[src/rtl/pmod_freq_meter_if.sv]
// Bundle between a frequency-meter core and its user: measured pin and enable in, result and status out.
// master drives the pin and enable; slave is the meter itself.
interface pmod_freq_meter_if #(
    parameter int CNT_W = 32
);
    logic             sig_in;
    logic             meas_en;
    logic [CNT_W-1:0] freq_count;
    logic             freq_valid;
    logic             in_range;
    logic             no_signal;
    logic             cnt_sat;
    logic             busy;

    modport master (
        output sig_in, meas_en,
        input  freq_count, freq_valid, in_range, no_signal, cnt_sat, busy
    );

    modport slave (
        input  sig_in, meas_en,
        output freq_count, freq_valid, in_range, no_signal, cnt_sat, busy
    );
endinterface

[src/rtl/pmod_freq_meter.sv]
// Gated rising-edge counter for an async pin: one result every GATE_CYCLES+2 clocks while meas_en is high.
// Pin-to-edge latency 2-3 clocks; no backpressure, freq_valid is a one-cycle pulse the consumer must catch.
module pmod_freq_meter #(
    parameter int GATE_CYCLES = 100000,
    parameter int CNT_W       = 32,
    parameter int EXP_MIN     = 2147,
    parameter int EXP_MAX     = 2149
) (
    input  logic              clk_ext,
    input  logic              rst_ext_n,
    pmod_freq_meter_if.slave  bus
);
    localparam int               GATE_W    = $clog2(GATE_CYCLES);
    localparam logic [GATE_W-1:0] GATE_LAST = GATE_W'(GATE_CYCLES - 1);
    localparam logic [CNT_W-1:0]  CNT_MAX   = '1;
    localparam logic [CNT_W-1:0]  LIM_MIN   = CNT_W'(EXP_MIN);
    localparam logic [CNT_W-1:0]  LIM_MAX   = CNT_W'(EXP_MAX);

    typedef enum logic [1:0] {
        ST_IDLE,
        ST_ARM,
        ST_MEASURE,
        ST_REPORT
    } state_t;

    state_t            state_q, state_d;
    logic              s1_q, s1_d, s2_q, s2_d, s3_q, s3_d;
    logic [GATE_W-1:0] gate_cnt_q, gate_cnt_d;
    logic [CNT_W-1:0]  edge_cnt_q, edge_cnt_d;
    logic              sat_q, sat_d;
    logic [CNT_W-1:0]  freq_count_q, freq_count_d;
    logic              in_range_q, in_range_d;
    logic              no_signal_q, no_signal_d;
    logic              cnt_sat_q, cnt_sat_d;

    logic              edge_pls;
    logic [CNT_W-1:0]  edge_nxt;
    logic              sat_nxt;

    always_comb begin
        state_d      = state_q;
        s1_d         = bus.sig_in;
        s2_d         = s1_q;
        s3_d         = s2_q;
        gate_cnt_d   = gate_cnt_q;
        edge_cnt_d   = edge_cnt_q;
        sat_d        = sat_q;
        freq_count_d = freq_count_q;
        in_range_d   = in_range_q;
        no_signal_d  = no_signal_q;
        cnt_sat_d    = cnt_sat_q;

        edge_pls = s2_q & ~s3_q;
        // Saturating count: once at all-ones further edges only raise the sticky flag.
        edge_nxt = edge_cnt_q;
        sat_nxt  = sat_q;
        if (edge_pls) begin
            if (edge_cnt_q == CNT_MAX) begin
                sat_nxt = 1'b1;
            end else begin
                edge_nxt = edge_cnt_q + CNT_W'(1);
            end
        end

        unique case (state_q)
            ST_IDLE: begin
                if (bus.meas_en) begin
                    state_d = ST_ARM;
                end
            end
            ST_ARM: begin
                gate_cnt_d = '0;
                edge_cnt_d = '0;
                sat_d      = 1'b0;
                state_d    = bus.meas_en ? ST_MEASURE : ST_IDLE;
            end
            ST_MEASURE: begin
                if (!bus.meas_en) begin
                    state_d = ST_IDLE;
                end else begin
                    gate_cnt_d = gate_cnt_q + GATE_W'(1);
                    edge_cnt_d = edge_nxt;
                    sat_d      = sat_nxt;
                    if (gate_cnt_q == GATE_LAST) begin
                        state_d      = ST_REPORT;
                        freq_count_d = edge_nxt;
                        no_signal_d  = (edge_nxt == '0);
                        cnt_sat_d    = sat_nxt;
                        in_range_d   = (edge_nxt >= LIM_MIN) && (edge_nxt <= LIM_MAX);
                    end
                end
            end
            ST_REPORT: begin
                state_d = bus.meas_en ? ST_ARM : ST_IDLE;
            end
            default: state_d = ST_IDLE;
        endcase
    end

    always_ff @(posedge clk_ext) begin
        if (!rst_ext_n) begin
            state_q      <= ST_IDLE;
            s1_q         <= 1'b0;
            s2_q         <= 1'b0;
            s3_q         <= 1'b0;
            gate_cnt_q   <= '0;
            edge_cnt_q   <= '0;
            sat_q        <= 1'b0;
            freq_count_q <= '0;
            in_range_q   <= 1'b0;
            no_signal_q  <= 1'b1;
            cnt_sat_q    <= 1'b0;
        end else begin
            state_q      <= state_d;
            s1_q         <= s1_d;
            s2_q         <= s2_d;
            s3_q         <= s3_d;
            gate_cnt_q   <= gate_cnt_d;
            edge_cnt_q   <= edge_cnt_d;
            sat_q        <= sat_d;
            freq_count_q <= freq_count_d;
            in_range_q   <= in_range_d;
            no_signal_q  <= no_signal_d;
            cnt_sat_q    <= cnt_sat_d;
        end
    end

    assign bus.freq_count = freq_count_q;
    assign bus.freq_valid = (state_q == ST_REPORT);
    assign bus.in_range   = in_range_q;
    assign bus.no_signal  = no_signal_q;
    assign bus.cnt_sat    = cnt_sat_q;
    assign bus.busy       = (state_q == ST_ARM) || (state_q == ST_MEASURE);
endmodule
[src/flat_wrapper.sv]
// flat-port wrapper written by rule: the top's interface ports become plain ports
module pmod_freq_meter_flat 
#(
    parameter int GATE_CYCLES = 100000,
    parameter int CNT_W       = 32,
    parameter int EXP_MIN     = 2147,
    parameter int EXP_MAX     = 2149
)
  (clk_ext, rst_ext_n, bus_sig_in, bus_meas_en, bus_freq_count, bus_freq_valid, bus_in_range, bus_no_signal, bus_cnt_sat, bus_busy);
  pmod_freq_meter_if #(.CNT_W(CNT_W)) bus_i ();
  input  logic clk_ext;
  input  logic rst_ext_n;
  input wire logic [$bits(bus_i.sig_in)-1:0] bus_sig_in;
  input wire logic [$bits(bus_i.meas_en)-1:0] bus_meas_en;
  output wire logic [$bits(bus_i.freq_count)-1:0] bus_freq_count;
  output wire logic [$bits(bus_i.freq_valid)-1:0] bus_freq_valid;
  output wire logic [$bits(bus_i.in_range)-1:0] bus_in_range;
  output wire logic [$bits(bus_i.no_signal)-1:0] bus_no_signal;
  output wire logic [$bits(bus_i.cnt_sat)-1:0] bus_cnt_sat;
  output wire logic [$bits(bus_i.busy)-1:0] bus_busy;
  assign bus_i.sig_in = bus_sig_in;
  assign bus_i.meas_en = bus_meas_en;
  assign bus_freq_count = bus_i.freq_count;
  assign bus_freq_valid = bus_i.freq_valid;
  assign bus_in_range = bus_i.in_range;
  assign bus_no_signal = bus_i.no_signal;
  assign bus_cnt_sat = bus_i.cnt_sat;
  assign bus_busy = bus_i.busy;
  pmod_freq_meter #(.GATE_CYCLES(GATE_CYCLES), .CNT_W(CNT_W), .EXP_MIN(EXP_MIN), .EXP_MAX(EXP_MAX)) u_core (.clk_ext(clk_ext), .rst_ext_n(rst_ext_n), .bus(bus_i));
endmodule
[config.mk]
export PLATFORM = sky130hd
export DESIGN_NAME = pmod_freq_meter_flat
export DESIGN_NICKNAME = d
export VERILOG_FILES = /design/src/rtl/pmod_freq_meter_if.sv /design/src/rtl/pmod_freq_meter.sv /design/src/flat_wrapper.sv
export SDC_FILE = /design/constraint.sdc
export NUM_CORES = 1
export LEC_CHECK = 0
export BUFFER_PORTS_ARGS = -buffer_cell sky130_fd_sc_hd__buf_2
export CAP_MARGIN = 15
export CORE_MARGIN = 10
export CORE_UTILIZATION = 40
export DETAILED_ROUTE_END_ITERATION = 7
export SLEW_MARGIN = 0
export SYNTH_ARGS = -nofsm -noshare
export SYNTH_HDL_FRONTEND = slang
export SYNTH_SLANG_ARGS = --single-unit
[constraint.sdc]
create_clock -name clk_ext -period 6.17 [get_ports clk_ext]
set_input_delay 0.617 -clock clk_ext [delete_from_list [all_inputs] [get_ports clk_ext]]
set_output_delay 0.617 -clock clk_ext [all_outputs]
set_load 0.1 [all_outputs]
==> flow_summary_export.csv, run 1 <==
group,metric,value,unit
logic_synthesis,yosysWarnings,0,
global_routing,grt_max_degree,58,
logic_synthesis,ys_async_sr_fraction,0,
drt,wirelength,13300,um
critical_path,regToRegEndpoint,"u_core.bus.no_signal$_SDFFE_PN1P_",
clock_network,cts_tree,"built",
drt,firstDrtPassIters,5,
critical_path,arrival,3.75,ns
timing,clock_skew,0.00484,ns
clock_network,clk_latency,0.34,ns
global_routing,met1_usage,0.229,
timing,fmax,289,MHz
logic_synthesis,syn_inst,623,
critical_path,crit_cells,9,
power_and_ir_drop,ir_drop,0.112,mV
drt,vias,4546,
critical_path,rr_startpoint,"u_core.edge_cnt_q[0]$_SDFFE_PN0P_",
timing,rsz0062_at_grt,"no",
clock_network,clock-root-buffer,"clkbuf_16",
critical_path,cp_data_required_time,6.46,ns
drt,via_per_inst,5.83,
logic_synthesis,netlist_area,0.00487,sq mm
timing,setup-violations-final,0,
logic_synthesis,syn-num-nets,633,
layout,drive_above_1_share,0.123,
clock_network,clkTransAtPathRegs,0.06,ns
logic_synthesis,synth.distinct_cells,60,
layout,diodes,0,
critical_path,reg2regPathDepth,9,
power_and_ir_drop,leakagePower,0.00181,uW
logic_synthesis,synth_area_per_cell,7.82,sq um
clock_network,hold_buffers,0,
drt,ant_nets,0,
layout,fillers,1230,
global_routing,grt_pass1_vias,4042,
critical_path,crit_buf_inv,0,
global_routing,grt_usage,0.157,
critical_path,reg2reg_slack,2.71,ns
layout,final_nets,638,
clock_network,ctsResizeCount,0,
placement,gp_congestion,0.951,
die,ios,41,
die,dieWidth,130,um
drt,drc_errors,0,
die,coreArea,0.0120,sq mm
logic_synthesis,synth_ff_type,"dfxtp_1",
layout,area_delta_synth_final,9.48,%
timing,hold_violations,0,
die,dieArea,0.0170,sq mm
logic_synthesis,synth_area_leader_cell,"dfxtp_1",
placement,port_buffers,40,
timing,fin_tns_setup,0,ns
critical_path,cp_slowest_stage_delay,0.59,ns
clock_network,cts_sinks,90,
critical_path,crit_path_max_fanout,17,
clock_network,post_cts_buffers,0,
die,start_util,0.407,
status,status,"finished, final reports clean",
global_routing,antenna_found_initial,0,
logic_synthesis,synth.top_cell.area_share,0.370,
critical_path,cp_top_family,"compound AO/OA/AOI/OAI gates",
critical_path,crit_chain,"ha_1, nand3_2, nor4_4, a31o_1, nor3_1, xnor2_1, nand4b_1, a2111oi_2, a221o_1",
placement,dpl.hpwl,9450,um
global_routing,grt_pass1_wl,21500,um
logic_synthesis,synth_seq_cells,90,
logic_synthesis,synthTopCellsByArea,"dfxtp_1, nor2_1, a21oi_1, a211oi_1, xor2_1",
logic_synthesis,synth_edf_count,0,
clock_network,cts_buffers,9,
global_routing,use_met2,0.219,
global_routing,globalRouteOverflowTotal,0,
clock_network,ctsHtreeMaxLevel,3,
timing,finalCriticalPeriod,3.46,ns
layout,final-instance-count-excl-fill,780,
power_and_ir_drop,p_per_area,217,mW/mm^2
critical_path,cp_slowest_cell,"a31o_1",
global_routing,grt_util_met3,0.0406,
placement,place_inst,764,
drt,wl_per_cell,17.1,um
die,die_y,130,um
die,num_rows,40,
run,max_cap_viol_count,0,
critical_path,critPathCaptureType,"flip-flop",
timing,slew_violations,0,
timing,max-slew-margin-rel,0.391,
drt,drt_iter0_drc,432,
logic_synthesis,ys_seq_area_frac,0.370,
hold_path,min_path_type,"reg -> reg",
critical_path,start_kind,"flip-flop",
global_routing,top_usage_layer,"met1",
timing,min_period_over_period,0.560,
critical_path,critPathKind,"reg -> reg",
timing,worst_slew_pin_slew,0.912,ns
critical_path,setup.worst_path.end,"u_core.bus.no_signal$_SDFFE_PN1P_",
critical_path,startpoint,"u_core.edge_cnt_q[0]$_SDFFE_PN0P_",
clock_network,clock_path_buffers,2,
==> logic make-up after synthesis <==
| group | after synthesis | share of synthesized area |
|---|---|---|
| AOI/OAI and AO/OA | 140 | 0.188 |
| xor gates and xnor gates | 34 | 0.0611 |
| adders and majority gates | 6 | 0.0154 |
| buffers and inverters | 62 | 0.0555 |
| DFF | 90 | 0.370 |
| muxes | 6 | 0.0134 |
| and+or+nand+nor | 285 | 0.297 |
==> Yosys cell counts, types with 7 or more instances <==
cell,count
inv_1,12
xor2_1,18
buf_2,12
xnor2_1,16
nor3_1,17
or3_1,8
clkbuf_1,32
and4_1,7
and3_1,11
a21oi_1,44
o21ai_0,22
a211oi_1,25
nor2_1,104
nand3_1,30
and2_1,11
a22oi_1,7
dfxtp_1,90
nand4_1,19
nand2_1,40
a31oi_1,7
nor4_1,12
==> per-layer routing <==
layer | wire [um] | part of all wire
met1 | 6620 | 0.50
met2 | 5510 | 0.41
met3 | 1010 | 0.076
met4 | 183 | 0.014
met5 | 0 | 0
==> registers in the layout, summed over array words and instances (netlist names) <==
| name | cells |
|---|---|
| u_core.state_q | 2 |
| u_core.gate_cnt_q | 17 |
| u_core.s2_q | 1 |
| u_core.s1_q | 1 |
| u_core.sat_q | 1 |
| u_core.bus.no_signal | 1 |
| u_core.bus.cnt_sat | 1 |
| u_core.bus.freq_count | 32 |
| u_core.bus.in_range | 1 |
| u_core.s3_q | 1 |
| u_core.edge_cnt_q | 32 |
==> worst register-to-register path: cells and delay by family (launching register included) <==
family,cells,cell delay (ns)
AOI/OAI and AO/OA,3,1.27
adders and majority gates,1,0.28
DFF,1,0.50
and+or+nand+nor,4,0.96
xor gates and xnor gates,1,0.40
==> through the flow <==
step                      setup slack [ns]  hold slack (ns)  power, uW   util  instance area, sq um
after floorplan                       3.58            0.412        648      -                  4870
after global placement                2.91            0.420        665  0.423                  5060
after CTS                             2.77            0.454       1170  0.446                  5330
after global routing                  2.46            0.480       1200  0.446                  5330
final                                 2.71            0.445       1160  0.446                  5330
after detailed placement              2.80            0.440        665  0.423                  5060
==> final cells by class <==
| type | instances | area [sq um] | area share |
|---|---|---|---|
| repair buffers | 44 | 230 | 0.0432 |
| multi-input cells | 471 | 2800 | 0.525 |
| flip-flops and latches | 90 | 1800 | 0.338 |
| well taps | 147 | 184 | 0.0345 |
| clock buffers | 10 | 229 | 0.0429 |
| clock inverters | 6 | 42.5 | 0.00798 |
| inverters | 12 | 45.0 | 0.00845 |
==> worst min-delay path by stage <==
stage | to | slack, ns | from | cells after the start
floorplan | u_core.s2_q$_SDFF_PN0_ | 0.41 | u_core.s1_q$_SDFF_PN0_ | 1
global placement | u_core.s2_q$_SDFF_PN0_ | 0.42 | u_core.s1_q$_SDFF_PN0_ | 1
detailed placement | u_core.s2_q$_SDFF_PN0_ | 0.44 | u_core.s1_q$_SDFF_PN0_ | 1
CTS | u_core.s2_q$_SDFF_PN0_ | 0.45 | u_core.s1_q$_SDFF_PN0_ | 1
global route | u_core.s2_q$_SDFF_PN0_ | 0.48 | u_core.s1_q$_SDFF_PN0_ | 1
finish | u_core.s2_q$_SDFF_PN0_ | 0.44 | u_core.s1_q$_SDFF_PN0_ | 1
==> cells in the final DEF, fill, tap and decap left out, types with 3 or more instances in the layout <==
cell         n
nor2_1     104
dfxtp_1     90
a21oi_1     44
nand2_1     40
buf_2       40
nand3_1     30
a211oi_1    25
o21ai_0     22
nand4_1     19
xor2_1      18
nor3_1      17
xnor2_1     16
nor4_1      12
inv_1       11
and3_1      11
and2_1      10
clkbuf_16    9
or3_1        8
and4_1       7
a31oi_1      7
a22oi_1      7
a311oi_1     6
or2_2        6
ha_1         6
o211ai_1     5
mux2i_1      5
buf_4        4
a31o_1       3
o31a_1       3
nor3b_1      3
==> where the power goes <==
group          leakage [uW]  internal [uW]  switching [uW]  total [uW]
clock network      0.000129            274             233         507
logic              0.000951           12.2            54.1        66.2
registers          0.000725            583            2.01         585
Note: power is estimated with default switching activity, not from simulation.
==> run 2: changes to the inputs <==
- clock period: 6.17 -> 3.49 ns (I/O delays scaled with it)
==> run 2 against run 1 <==
Compared with the run above:
- first-iteration DRC count decreased by 14%
- global-route usage increased by 1.5 points
- sequential cell count unchanged
- worst hold slack got worse by 0.24 ns
- clock power increased by 93%
- critical path depth decreased by 1
- combinational power increased by 89%
- total power increased by 85%
- cell count increased by 1.3%
- clock skew increased by 0.0017 ns
- largest power group unchanged
==> flow_summary_export.csv, run 2 (same netlist as run 1, synthesis figures left out) <==
group,metric,value,unit
clock_network,ctsResizeCount,0,
critical_path,cp_data_required_time,3.79,ns
hold_path,hold_end,"u_core.s1_q$_SDFF_PN0_",
timing,rsz0062_at_grt,"no",
placement,place_inst,775,
clock_network,clkTransAtPathRegs,0.06,ns
drt,firstDrtPassIters,5,
die,ios,41,
critical_path,crit_path_max_fanout,9,
critical_path,arrival,3.50,ns
clock_network,clock_path_buffers,2,
drt,vias,4621,
power_and_ir_drop,internal-power,1630,uW
clock_network,cts_sinks,90,
timing,fin_tns_setup,0,ns
timing,slew_violations,0,
die,coreArea,0.0120,sq mm
layout,area_delta_synth_final,11.6,%
status,status,"finished, final reports clean",
clock_network,clk_latency,0.36,ns
layout,final_nets,649,
layout,drive_above_1_share,0.137,
placement,dpl.hpwl,10100,um
clock_network,cts_tree,"built",
layout,final-instance-count-excl-fill,790,
die,num_rows,40,
power_and_ir_drop,clkPwrFrac,0.458,
power_and_ir_drop,p_sw,512,uW
global_routing,grt_max_degree,46,
critical_path,regToRegEndpoint,"u_core.bus.no_signal$_SDFFE_PN1P_",
critical_path,reg2reg_slack,0.29,ns
global_routing,grt_pass1_vias,4411,
layout,final_cell_mix,"nor2_1, dfxtp_1, a21oi_1",
hold_path,min_path_cells,2,
power_and_ir_drop,p_seq_frac,0.484,
die,die_y,130,um
timing,min_period_over_period,0.916,
global_routing,antenna_found_initial,0,
power_and_ir_drop,p_sw_frac,0.239,
clock_network,cts_buffers,9,
placement,pre_cts_slack,0.377,ns
hold_path,min-delay-start,"bus_sig_in",
drt,wirelength,14100,um
clock_network,clock-root-buffer,"clkbuf_16",
timing,worst_slew_pin_slew,0.926,ns
critical_path,critPathCaptureType,"flip-flop",
layout,final_common_cell,"nor2_1",
global_routing,grt_usage,0.172,
timing,setup_slack,0.293,ns
power_and_ir_drop,ir_drop,0.363,mV
placement,port_buffers,40,
drt,via_per_inst,5.85,
timing,setup-violations-final,0,
power_and_ir_drop,p_comb_frac,0.058,
die,dieArea,0.0170,sq mm
die,start_util,0.407,
layout,diodes,0,
power_and_ir_drop,p_per_area,393,mW/mm^2
timing,max-slew-margin-rel,0.383,
timing,finalCriticalPeriod,3.20,ns
power_and_ir_drop,leakagePower,0.00187,uW
drt,drt_iter0_drc,370,
clock_network,hold_buffers,0,
run,max_cap_viol_count,0,
global_routing,grt_pass1_wl,23100,um
layout,postLayoutCellArea,0.00544,sq mm
global_routing,globalRouteOverflowTotal,0,
hold_path,min_path_type,"in -> reg",
timing,hold_violations,0,
timing,fmax,313,MHz
critical_path,critPathKind,"reg -> reg",
die,dieWidth,130,um
critical_path,rr_startpoint,"u_core.edge_cnt_q[0]$_SDFFE_PN0P_",
drt,ant_nets,0,
placement,placed_area,0.00514,sq mm
clock_network,ctsHtreeMaxLevel,3,
drt,drc_errors,0,
clock_network,post_cts_buffers,0,
critical_path,reg2regPathDepth,8,
critical_path,start_kind,"flip-flop",
timing,clock_skew,0.00649,ns
drt,wl_per_cell,17.8,um
placement,gp_congestion,0.936,
[run 2: changes by cell type in the layout (fill, tap and decap cells not counted)]
cell | previous run | this run
bufinv_16 | 0 | 1
clkinv_2 | 2 | 1
clkinv_4 | 1 | 0
clkbuf_8 | 0 | 1
buf_4 | 4 | 15
clkinvlp_4 | 2 | 1
[run 2: critical path, cell delays in order, from the launching register on]
cell       delay (ns)
dfxtp_1          0.49
ha_1             0.30
nand3_2          0.21
or3_1            0.51
nor4_2           0.63
a41o_1           0.28
o2111ai_1        0.13
a2111oi_2        0.38
a221o_1          0.21
[run 2: per-stage QoR]
stage | hold slack [ns] | utilization | total power, uW
2_1_floorplan | 0.412 | - | 1150
3_3_place_gp | 0.428 | 0.430 | 1180
3_5_place_dp | 0.432 | 0.430 | 1180
4_1_cts | 0.194 | 0.455 | 2160
5_1_grt | 0.191 | 0.455 | 2220
6_report | 0.202 | 0.455 | 2140
[run 2: layout make-up]
| cell class | instances | area [sq um] |
|---|---|---|
| clock buffers | 11 | 243 |
| clock inverters | 4 | 51.3 |
| fillers | 1239 | 6520 |
| inverters | 12 | 45.0 |
| multi-input cells | 471 | 2800 |
| flip-flops and latches | 90 | 1800 |
| well taps | 147 | 184 |
| repair buffers | 55 | 313 |
[run 2: power groups by stage]
stage | Combinational (uW) | Clock [uW] | Sequential [uW]
after floorplan | 89.7 | 0 | 1060
after detailed placement | 124 | 0 | 1060
after global placement | 122 | 0 | 1060
after global routing | 135 | 1050 | 1030
after CTS | 125 | 1000 | 1030
final | 125 | 979 | 1030
[run 2: how the worst max path moves through the flow]
stage	startpoint	endpoint	slack, ns	cells after the start
5_1_grt	u_core.edge_cnt_q[0]$_SDFFE_PN0P_	u_core.bus.no_signal$_SDFFE_PN1P_	0.07	10
3_5_place_dp	u_core.edge_cnt_q[0]$_SDFFE_PN0P_	u_core.bus.no_signal$_SDFFE_PN1P_	0.38	10
6_report	u_core.edge_cnt_q[0]$_SDFFE_PN0P_	u_core.bus.no_signal$_SDFFE_PN1P_	0.29	8
3_3_place_gp	u_core.edge_cnt_q[8]$_SDFFE_PN0P_	u_core.bus.no_signal$_SDFFE_PN1P_	0.42	8
2_1_floorplan	u_core.edge_cnt_q[1]$_SDFFE_PN0P_	u_core.bus.no_signal$_SDFFE_PN1P_	0.90	10
4_1_cts	u_core.edge_cnt_q[0]$_SDFFE_PN0P_	u_core.bus.no_signal$_SDFFE_PN1P_	0.35	8
[run 2: metal layers]
metal	GRT usage	routed length [um]
met5	0	0
met4	0.0491	216
met3	0.0564	1270
met2	0.266	6110
met1	0.224	6480
